## src/rtl/mul_div_unit_if.sv

```systemverilog
// Request/response bundle for mul_div_unit: operand handshake, result handshake, busy.
interface mul_div_unit_if #(
    parameter int unsigned XLEN  = 32,
    parameter int unsigned TAG_W = 5
);
    logic             in_valid;
    logic             in_ready;
    logic [2:0]       in_op;
    logic [XLEN-1:0]  in_src1;
    logic [XLEN-1:0]  in_src2;
    logic [TAG_W-1:0] in_tag;
    logic             out_valid;
    logic             out_ready;
    logic [XLEN-1:0]  out_result;
    logic [TAG_W-1:0] out_tag;
    logic             busy;

    modport master (
        output in_valid, in_op, in_src1, in_src2, in_tag, out_ready,
        input  in_ready, out_valid, out_result, out_tag, busy
    );

    modport slave (
        input  in_valid, in_op, in_src1, in_src2, in_tag, out_ready,
        output in_ready, out_valid, out_result, out_tag, busy
    );
endinterface

```

## src/rtl/mul_div_unit.sv

```systemverilog
// Multi-cycle multiply/divide unit: pipelined multiplier plus radix-2 restoring divider.
// Optional MDU_FLUSH_EN adds a flush input that aborts any operation in flight.
module mul_div_unit #(
    parameter int unsigned XLEN       = 32,
    parameter int unsigned MUL_STAGES = 2,
    parameter int unsigned TAG_W      = 5
) (
    input  logic clk,
    input  logic reset,
`ifdef MDU_FLUSH_EN
    input  logic flush,
`endif
    mul_div_unit_if.slave bus
);

    typedef enum logic [2:0] {S_IDLE, S_MUL, S_DIV, S_FIX, S_DONE} state_e;
    typedef enum logic [2:0] {
        OP_MUL = 3'd0, OP_MULH, OP_MULHU, OP_DIV, OP_DIVU, OP_MOD, OP_MODU, OP_RSVD
    } op_e;

    localparam int unsigned CNT_W = $clog2(XLEN + MUL_STAGES);
    localparam int unsigned PIPE  = (MUL_STAGES > 2) ? MUL_STAGES - 2 : 0;
    localparam logic [CNT_W-1:0] MUL_LAST = CNT_W'((MUL_STAGES > 1) ? MUL_STAGES - 2 : 0);
    localparam logic [CNT_W-1:0] DIV_LAST = CNT_W'(XLEN - 2);

    state_e           state_q, state_d;
    op_e              op_q, in_op, mul_op;
    logic [XLEN-1:0]  a_q, b_q, result_q;
    logic [TAG_W-1:0] tag_q;
    logic [CNT_W-1:0] cnt_q;
    logic [XLEN-1:0]  rem_q, quo_q, dvs_q;
    logic             qneg_q, rneg_q;

    logic             flush_i, accept;
    logic             in_mul, in_div, in_sgn, in_zero, neg1, neg2;
    logic [XLEN-1:0]  mag1, mag2, acc_res;
    logic [XLEN-1:0]  mul_a, mul_b, mul_sel;
    logic             mul_sx;
    logic [2*XLEN-1:0] prod, prod_out;
    logic [XLEN:0]    shifted;
    logic             ge;
    logic [XLEN-1:0]  diff, step_rem, step_quo, fix_res;

`ifdef MDU_FLUSH_EN
    assign flush_i = flush;
`else
    assign flush_i = 1'b0;
`endif

    assign in_op  = op_e'(bus.in_op);
    assign accept = bus.in_valid && (state_q == S_IDLE) && !flush_i;

    always_comb begin
        in_mul  = (in_op == OP_MUL) || (in_op == OP_MULH) || (in_op == OP_MULHU);
        in_div  = (in_op == OP_DIV) || (in_op == OP_DIVU) || (in_op == OP_MOD) || (in_op == OP_MODU);
        in_sgn  = (in_op == OP_DIV) || (in_op == OP_MOD);
        in_zero = (bus.in_src2 == '0);
        neg1    = in_sgn && bus.in_src1[XLEN-1];
        neg2    = in_sgn && bus.in_src2[XLEN-1];
        mag1    = neg1 ? -bus.in_src1 : bus.in_src1;
        mag2    = neg2 ? -bus.in_src2 : bus.in_src2;
    end

    // Single-stage multiply works straight off the request; deeper pipes use the captured operands.
    always_comb begin
        if (MUL_STAGES == 1) begin
            mul_op = in_op;
            mul_a  = bus.in_src1;
            mul_b  = bus.in_src2;
        end else begin
            mul_op = op_q;
            mul_a  = a_q;
            mul_b  = b_q;
        end
        mul_sx = (mul_op == OP_MULH);
        prod   = {{XLEN{mul_sx & mul_a[XLEN-1]}}, mul_a} * {{XLEN{mul_sx & mul_b[XLEN-1]}}, mul_b};
    end

    if (PIPE == 0) begin : g_nopipe
        assign prod_out = prod;
    end else begin : g_pipe
        logic [2*XLEN-1:0] pipe_q [PIPE];
        always_ff @(posedge clk) begin
            pipe_q[0] <= prod;
            for (int unsigned i = 1; i < PIPE; i++) begin
                pipe_q[i] <= pipe_q[i-1];
            end
        end
        assign prod_out = pipe_q[PIPE-1];
    end

    assign mul_sel = (mul_op == OP_MUL) ? prod_out[XLEN-1:0] : prod_out[2*XLEN-1:XLEN];

    always_comb begin
        acc_res = '0;
        if (in_mul) begin
            acc_res = mul_sel;
        end else if (in_div && in_zero) begin
            acc_res = ((in_op == OP_DIV) || (in_op == OP_DIVU)) ? '1 : bus.in_src1;
        end
    end

    // One restoring step; the last of the XLEN steps runs in FIX alongside the sign correction.
    always_comb begin
        shifted  = {rem_q, quo_q[XLEN-1]};
        ge       = shifted >= {1'b0, dvs_q};
        diff     = shifted[XLEN-1:0] - dvs_q;
        step_rem = ge ? diff : shifted[XLEN-1:0];
        step_quo = {quo_q[XLEN-2:0], ge};
        if ((op_q == OP_DIV) || (op_q == OP_DIVU)) begin
            fix_res = qneg_q ? -step_quo : step_quo;
        end else begin
            fix_res = rneg_q ? -step_rem : step_rem;
        end
    end

    always_comb begin
        state_d = state_q;
        case (state_q)
            S_IDLE: begin
                if (accept) begin
                    if (in_mul) begin
                        state_d = (MUL_STAGES == 1) ? S_DONE : S_MUL;
                    end else if (in_div && !in_zero) begin
                        state_d = S_DIV;
                    end else begin
                        state_d = S_DONE;
                    end
                end
            end
            S_MUL:   if (cnt_q == MUL_LAST) state_d = S_DONE;
            S_DIV:   if (cnt_q == DIV_LAST) state_d = S_FIX;
            S_FIX:   state_d = S_DONE;
            S_DONE:  if (bus.out_ready) state_d = S_IDLE;
            default: state_d = S_IDLE;
        endcase
        if (flush_i) begin
            state_d = S_IDLE;
        end
    end

    always_ff @(posedge clk) begin
        if (reset) begin
            state_q <= S_IDLE;
        end else begin
            state_q <= state_d;
        end
    end

    always_ff @(posedge clk) begin
        if (reset) begin
            op_q     <= OP_MUL;
            a_q      <= '0;
            b_q      <= '0;
            tag_q    <= '0;
            result_q <= '0;
            cnt_q    <= '0;
            rem_q    <= '0;
            quo_q    <= '0;
            dvs_q    <= '0;
            qneg_q   <= 1'b0;
            rneg_q   <= 1'b0;
        end else begin
            if ((state_d == state_q) && ((state_q == S_MUL) || (state_q == S_DIV))) begin
                cnt_q <= cnt_q + 1'b1;
            end else begin
                cnt_q <= '0;
            end
            case (state_q)
                S_IDLE: begin
                    if (accept) begin
                        op_q     <= in_op;
                        a_q      <= bus.in_src1;
                        b_q      <= bus.in_src2;
                        tag_q    <= bus.in_tag;
                        rem_q    <= '0;
                        quo_q    <= mag1;
                        dvs_q    <= mag2;
                        qneg_q   <= neg1 ^ neg2;
                        rneg_q   <= neg1;
                        result_q <= acc_res;
                    end
                end
                S_MUL: begin
                    if (cnt_q == MUL_LAST) begin
                        result_q <= mul_sel;
                    end
                end
                S_DIV: begin
                    rem_q <= step_rem;
                    quo_q <= step_quo;
                end
                S_FIX: begin
                    result_q <= fix_res;
                end
                default: ;
            endcase
        end
    end

    assign bus.in_ready   = (state_q == S_IDLE);
    assign bus.out_valid  = (state_q == S_DONE);
    assign bus.busy       = (state_q != S_IDLE);
    assign bus.out_result = result_q;
    assign bus.out_tag    = tag_q;

endmodule

```

## src/flat_wrapper.sv

```systemverilog
// flat-port wrapper written by rule: the top's interface ports become plain ports
module mul_div_unit_flat 
#(
    parameter int unsigned XLEN       = 32,
    parameter int unsigned MUL_STAGES = 2,
    parameter int unsigned TAG_W      = 5
)
  (clk, reset, bus_in_valid, bus_in_op, bus_in_src1, bus_in_src2, bus_in_tag, bus_out_ready, bus_in_ready, bus_out_valid, bus_out_result, bus_out_tag, bus_busy);
  mul_div_unit_if #(.XLEN(XLEN), .TAG_W(TAG_W)) bus_i ();
  input  logic clk;
  input  logic reset;
  input wire logic [$bits(bus_i.in_valid)-1:0] bus_in_valid;
  input wire logic [$bits(bus_i.in_op)-1:0] bus_in_op;
  input wire logic [$bits(bus_i.in_src1)-1:0] bus_in_src1;
  input wire logic [$bits(bus_i.in_src2)-1:0] bus_in_src2;
  input wire logic [$bits(bus_i.in_tag)-1:0] bus_in_tag;
  input wire logic [$bits(bus_i.out_ready)-1:0] bus_out_ready;
  output wire logic [$bits(bus_i.in_ready)-1:0] bus_in_ready;
  output wire logic [$bits(bus_i.out_valid)-1:0] bus_out_valid;
  output wire logic [$bits(bus_i.out_result)-1:0] bus_out_result;
  output wire logic [$bits(bus_i.out_tag)-1:0] bus_out_tag;
  output wire logic [$bits(bus_i.busy)-1:0] bus_busy;
  assign bus_i.in_valid = bus_in_valid;
  assign bus_i.in_op = bus_in_op;
  assign bus_i.in_src1 = bus_in_src1;
  assign bus_i.in_src2 = bus_in_src2;
  assign bus_i.in_tag = bus_in_tag;
  assign bus_i.out_ready = bus_out_ready;
  assign bus_in_ready = bus_i.in_ready;
  assign bus_out_valid = bus_i.out_valid;
  assign bus_out_result = bus_i.out_result;
  assign bus_out_tag = bus_i.out_tag;
  assign bus_busy = bus_i.busy;
  mul_div_unit #(.XLEN(XLEN), .MUL_STAGES(MUL_STAGES), .TAG_W(TAG_W)) u_core (.clk(clk), .reset(reset), .bus(bus_i));
endmodule
```

## config.mk

```make
export PLATFORM = sky130hd
export DESIGN_NAME = mul_div_unit_flat
export DESIGN_NICKNAME = d
export VERILOG_FILES = /design/src/rtl/mul_div_unit_if.sv /design/src/rtl/mul_div_unit.sv /design/src/flat_wrapper.sv
export SDC_FILE = /design/constraint.sdc
export NUM_CORES = 2
export LEC_CHECK = 0
export CAP_MARGIN = 20
export CORE_MARGIN = 8
export CORE_UTILIZATION = 47
export CTS_CLUSTER_SIZE = 10
export DETAILED_ROUTE_END_ITERATION = 7
export PLACE_DENSITY_LB_ADDON = 0.15
export SLEW_MARGIN = 20
export SYNTH_ARGS = -nofsm -noshare
export SYNTH_HDL_FRONTEND = slang
export SYNTH_SLANG_ARGS = --single-unit
```

## constraint.sdc

```tcl
create_clock -name clk -period 8.2 [get_ports clk]
set_input_delay 2.05 -clock clk [delete_from_list [all_inputs] [get_ports clk]]
set_output_delay 2.05 -clock clk [all_outputs]
set_load 0.05 [all_outputs]
```

==> impl_metrics.prom <==
# TYPE chip_impl_metric gauge
chip_impl_metric{name="die-area",unit="µm²"} 122000
chip_impl_info{name="grt-busiest-layer",value="met2"} 1
chip_impl_metric{name="timing.critical_path.fanout_max",unit=""} 15
chip_impl_metric{name="synth-adder-area-share",unit="%"} 49.4
chip_impl_info{name="crit_slowest_cell",value="sky130_fd_sc_hd__fa_1"} 1
chip_impl_metric{name="final-max-slew-violation-count",unit=""} 0
chip_impl_metric{name="grt_util_met3",unit="%"} 3.79
chip_impl_metric{name="drt_wl_total",unit="mm"} 173
chip_impl_metric{name="syn-cell-area",unit="µm²"} 52000
chip_impl_metric{name="cellLeakagePower",unit="µW"} 0.0260
chip_impl_metric{name="initial_core_util",unit="%"} 47.2
chip_impl_metric{name="route.detailed.vias_per_inst",unit=""} 5.52
chip_impl_metric{name="met1_grt_util",unit="%"} 39.9
chip_impl_metric{name="crit_required",unit="ns"} 8.65
chip_impl_metric{name="port_buffers",unit=""} 115
chip_impl_info{name="criticalPathCategory",value="reg2reg"} 1
chip_impl_info{name="outcome",value="finished, final reports clean"} 1
chip_impl_metric{name="worstMarginPinSlew",unit="ns"} 1.13
chip_impl_metric{name="detailedRoute.firstIterationViolations",unit=""} 3517
chip_impl_metric{name="irDropWorstVdd",unit="µV"} 166
chip_impl_info{name="netlist_top_cells_count",value="sky130_fd_sc_hd__inv_1 (1203), sky130_fd_sc_hd__fa_1 (1126), sky130_fd_sc_hd__nand2_1 (1078), sky130_fd_sc_hd__clkbuf_1 (358), sky130_fd_sc_hd__and2_1 (321)"} 1
chip_impl_metric{name="hold_viol_final",unit=""} 0
chip_impl_metric{name="placed_cells",unit=""} 7725
chip_impl_metric{name="pin_count",unit=""} 116
chip_impl_metric{name="grt_antenna_before_repair",unit=""} 13
chip_impl_metric{name="synth_top_area_share",unit="%"} 43.3
chip_impl_metric{name="detailedPlacementHpwl",unit="mm"} 141
chip_impl_metric{name="worst_skew_pair.late_latency",unit="ns"} 0.61
chip_impl_metric{name="post-route-min-period",unit="ns"} 8.03
chip_impl_metric{name="synthesis.instances",unit=""} 6180
chip_impl_info{name="post-synth-top-area-cell",value="sky130_fd_sc_hd__fa_1"} 1
chip_impl_metric{name="ctsHtreeMaxLevel",unit=""} 1
chip_impl_metric{name="worst_setup_hold_path_clk_slew",unit="ns"} 0.06
chip_impl_metric{name="final_cell_count_no_fill",unit=""} 7805
chip_impl_metric{name="stdcell_area",unit="µm²"} 58700
chip_impl_metric{name="powerDensity",unit="nW/µm²"} 108
chip_impl_metric{name="critical_path.max_stage_delay",unit="ns"} 0.58
chip_impl_metric{name="detailed_place.area",unit="µm²"} 56800
chip_impl_metric{name="met2_usage",unit="%"} 45.3
chip_impl_info{name="rsz0062_at_grt",value="yes"} 1
chip_impl_metric{name="max_cap_viol_count",unit=""} 0
chip_impl_metric{name="ys_ff_latch",unit=""} 210
chip_impl_metric{name="max_slew_margin",unit="%"} 23.7
chip_impl_metric{name="cts_inserted_buffers",unit=""} 29
chip_impl_metric{name="cp.arrival",unit="ns"} 8.48
chip_impl_metric{name="layout.core_utilization",unit="%"} 53.3
chip_impl_metric{name="portion_of_netlist_area_occupied_by_mux_cells",unit="%"} 0.450
chip_impl_metric{name="synth.lib_cells_used.distinct",unit=""} 84
chip_impl_metric{name="worst_clock_skew",unit="ns"} 0.0211
chip_impl_info{name="synth_top_family_by_area",value="adder cells"} 1
chip_impl_metric{name="max_freq",unit="MHz"} 125
chip_impl_metric{name="synthesis.area_per_instance",unit="µm²"} 8.42
chip_impl_metric{name="largest_net_degree_at_the_start_of_global_routing",unit=""} 102
chip_impl_metric{name="setup_slack",unit="ns"} 0.172
chip_impl_metric{name="synth.net_count",unit=""} 7633
chip_impl_metric{name="finalWeightedCongestion",unit=""} 0.954
chip_impl_metric{name="fp-row-count",unit=""} 122
chip_impl_metric{name="synth_compound_gate_area_share",unit="%"} 10.0
chip_impl_info{name="synth.top_cells.by_area",value="sky130_fd_sc_hd__fa_1 (43%), sky130_fd_sc_hd__inv_1 (8.7%), sky130_fd_sc_hd__dfxtp_1 (8.1%)"} 1
chip_impl_metric{name="preCtsSetupSlack",unit="ns"} -0.208
chip_impl_metric{name="yosysWarningCount",unit=""} 0
chip_impl_metric{name="post-route-drc-count",unit=""} 0
chip_impl_metric{name="nets",unit=""} 7748
chip_impl_metric{name="layout-area-overhead-vs-synth",unit="%"} 12.9
chip_impl_metric{name="multi_input_area",unit="µm²"} 42600
chip_impl_metric{name="first_global_vias",unit=""} 44400
chip_impl_info{name="tritoncts",value="done"} 1
chip_impl_metric{name="vias",unit=""} 43100
chip_impl_info{name="crit_top_cell",value="sky130_fd_sc_hd__fa_1"} 1
chip_impl_info{name="critical_path.startpoint_type",value="register"} 1
chip_impl_metric{name="drt-pass1-iter-count",unit=""} 6
chip_impl_metric{name="die_w",unit="µm"} 349
chip_impl_metric{name="grt_use_total",unit="%"} 28.2
chip_impl_metric{name="postRouteAntennaNets",unit=""} 0
chip_impl_metric{name="global_route.overflow_total",unit=""} 0
chip_impl_metric{name="seqCellArea",unit="µm²"} 4260
chip_impl_info{name="crit_path_end_kind",value="register"} 1
chip_impl_metric{name="synth_enable_flop_cells",unit=""} 0
chip_impl_metric{name="layout.filler_cells",unit=""} 10400
chip_impl_metric{name="layout-drive-gt1-share",unit="%"} 9.08
chip_impl_metric{name="grt_pass1_wl",unit="mm"} 267
chip_impl_metric{name="timing.final.setup_violations",unit=""} 0
chip_impl_info{name="cts_root_buf",value="sky130_fd_sc_hd__clkbuf_16"} 1
chip_impl_metric{name="die_h",unit="µm"} 349
chip_impl_metric{name="asr_flop_ratio_synth",unit="%"} 0
chip_impl_info{name="synth_flop_cell",value="sky130_fd_sc_hd__dfxtp_1"} 1
chip_impl_metric{name="final.period_utilization",unit="%"} 97.9
chip_impl_metric{name="routed_len_inst",unit="µm"} 22.1
chip_impl_metric{name="post_synth_and_or_nand_nor_area_fraction",unit="%"} 17.4
chip_impl_info{name="worst_min_delay_path_category",value="reg2reg"} 1
chip_impl_info{name="synthMostInstantiatedCell",value="sky130_fd_sc_hd__inv_1"} 1
chip_impl_metric{name="core-area",unit="µm²"} 110000
chip_impl_metric{name="tritoncts_num_sinks",unit=""} 210
chip_impl_metric{name="synth-xor-area-share",unit="%"} 3.26
chip_impl_metric{name="clock_tree.buffer_depth",unit=""} 3
chip_impl_metric{name="seq_area_frac_synth",unit="%"} 8.08
## cell type report
cell class                 count  area share [%]
tap                         1488            3.17
clock buffer                  38            1.38
clock inverter                 9           0.204
timing repair buffer         453            7.81
antenna                        6          0.0256
sequential                   210            7.26
inverter                    1205            7.72
multi-input combinational   4396            72.4
## power by group
group          switching [µW]  internal (µW)
sequential                126           1110
combinational            2360           1450
clock                     566            753
## layer usage
| layer | share of wire [%] | wire (µm) |
|---|---|---|
| met5 | 0.015 | 26 |
| met3 | 6.9 | 11900 |
| met2 | 46 | 79900 |
| met4 | 3.6 | 6220 |
| met1 | 43 | 74700 |
## state kept, by name, indices dropped and copies added, names as in the netlist
register,cells
u_core.a_q,32
u_core.qneg_q,1
u_core.dvs_q,32
u_core.b_q,31
u_core.bus.out_result,32
u_core.rem_q,32
u_core.bus.out_tag,5
u_core.rneg_q,1
u_core.cnt_q,6
u_core.state_q,3
u_core.quo_q,32
u_core.mul_op,3
## repair_timing
action | 4_1_cts | 5_1_grt
cloned | 0 | 5
pin swaps | 6 | 99
endpoints found under the setup margin | 14 | 29
setup buffers | 0 | 23
resized for setup | 17 | 192
hold buffers | 0 | 0
## worst max-delay path: cells and delay by family, from the launching register on
family          cells  cell delay (ns)
xor+xnor            1             0.13
simple gates        4             0.75
fa+ha+maj           9             4.33
buf+inv             9             0.92
flops               1             0.33
compound gates      5             1.39
## cell families (layout without fill, tap and decap cells)
group	Yosys count	count (layout)
xor+xnor	194	194
compound gates	801	801
mux	23	23
buf+inv	1574	1705
simple gates	2000	2000
other cells	0	6
fa+ha+maj	1378	1378
flops	210	210
## final timing paths
check,start,to,slack [ns],cells past startpoint
worst max register to register,u_core.b_q[2],u_core.bus.out_result[14],0.17,28
worst max-delay path,u_core.b_q[2],u_core.bus.out_result[14],0.17,28
worst min register to register,u_core.bus.out_tag[0],u_core.bus.out_tag[0],0.46,2
worst min-delay path,u_core.bus.out_tag[0],u_core.bus.out_tag[0],0.46,2
## stage by stage
stage          total power, µW  hold WS (ns)  TNS, ns
5_1_grt                   6740         0.482   -0.342
6_report                  6360         0.459        0
3_3_place_gp              4830         0.441   -0.267
4_1_cts                   6190         0.455        0
3_5_place_dp              4840         0.445   -0.853
2_1_floorplan             3320         0.430        0
## layout by cell type, fill, tap and decap left out, types with 105 or more instances in the layout
master	instances
sky130_fd_sc_hd__nor2_1	283
sky130_fd_sc_hd__xnor2_1	105
sky130_fd_sc_hd__fa_1	1106
sky130_fd_sc_hd__ha_1	240
sky130_fd_sc_hd__and2_1	315
sky130_fd_sc_hd__nand2_1	1071
sky130_fd_sc_hd__a21oi_1	245
sky130_fd_sc_hd__inv_1	1188
sky130_fd_sc_hd__buf_4	259
sky130_fd_sc_hd__dfxtp_1	180
sky130_fd_sc_hd__clkdlybuf4s50_1	114
Note: power is estimated with default switching activity, not from simulation.
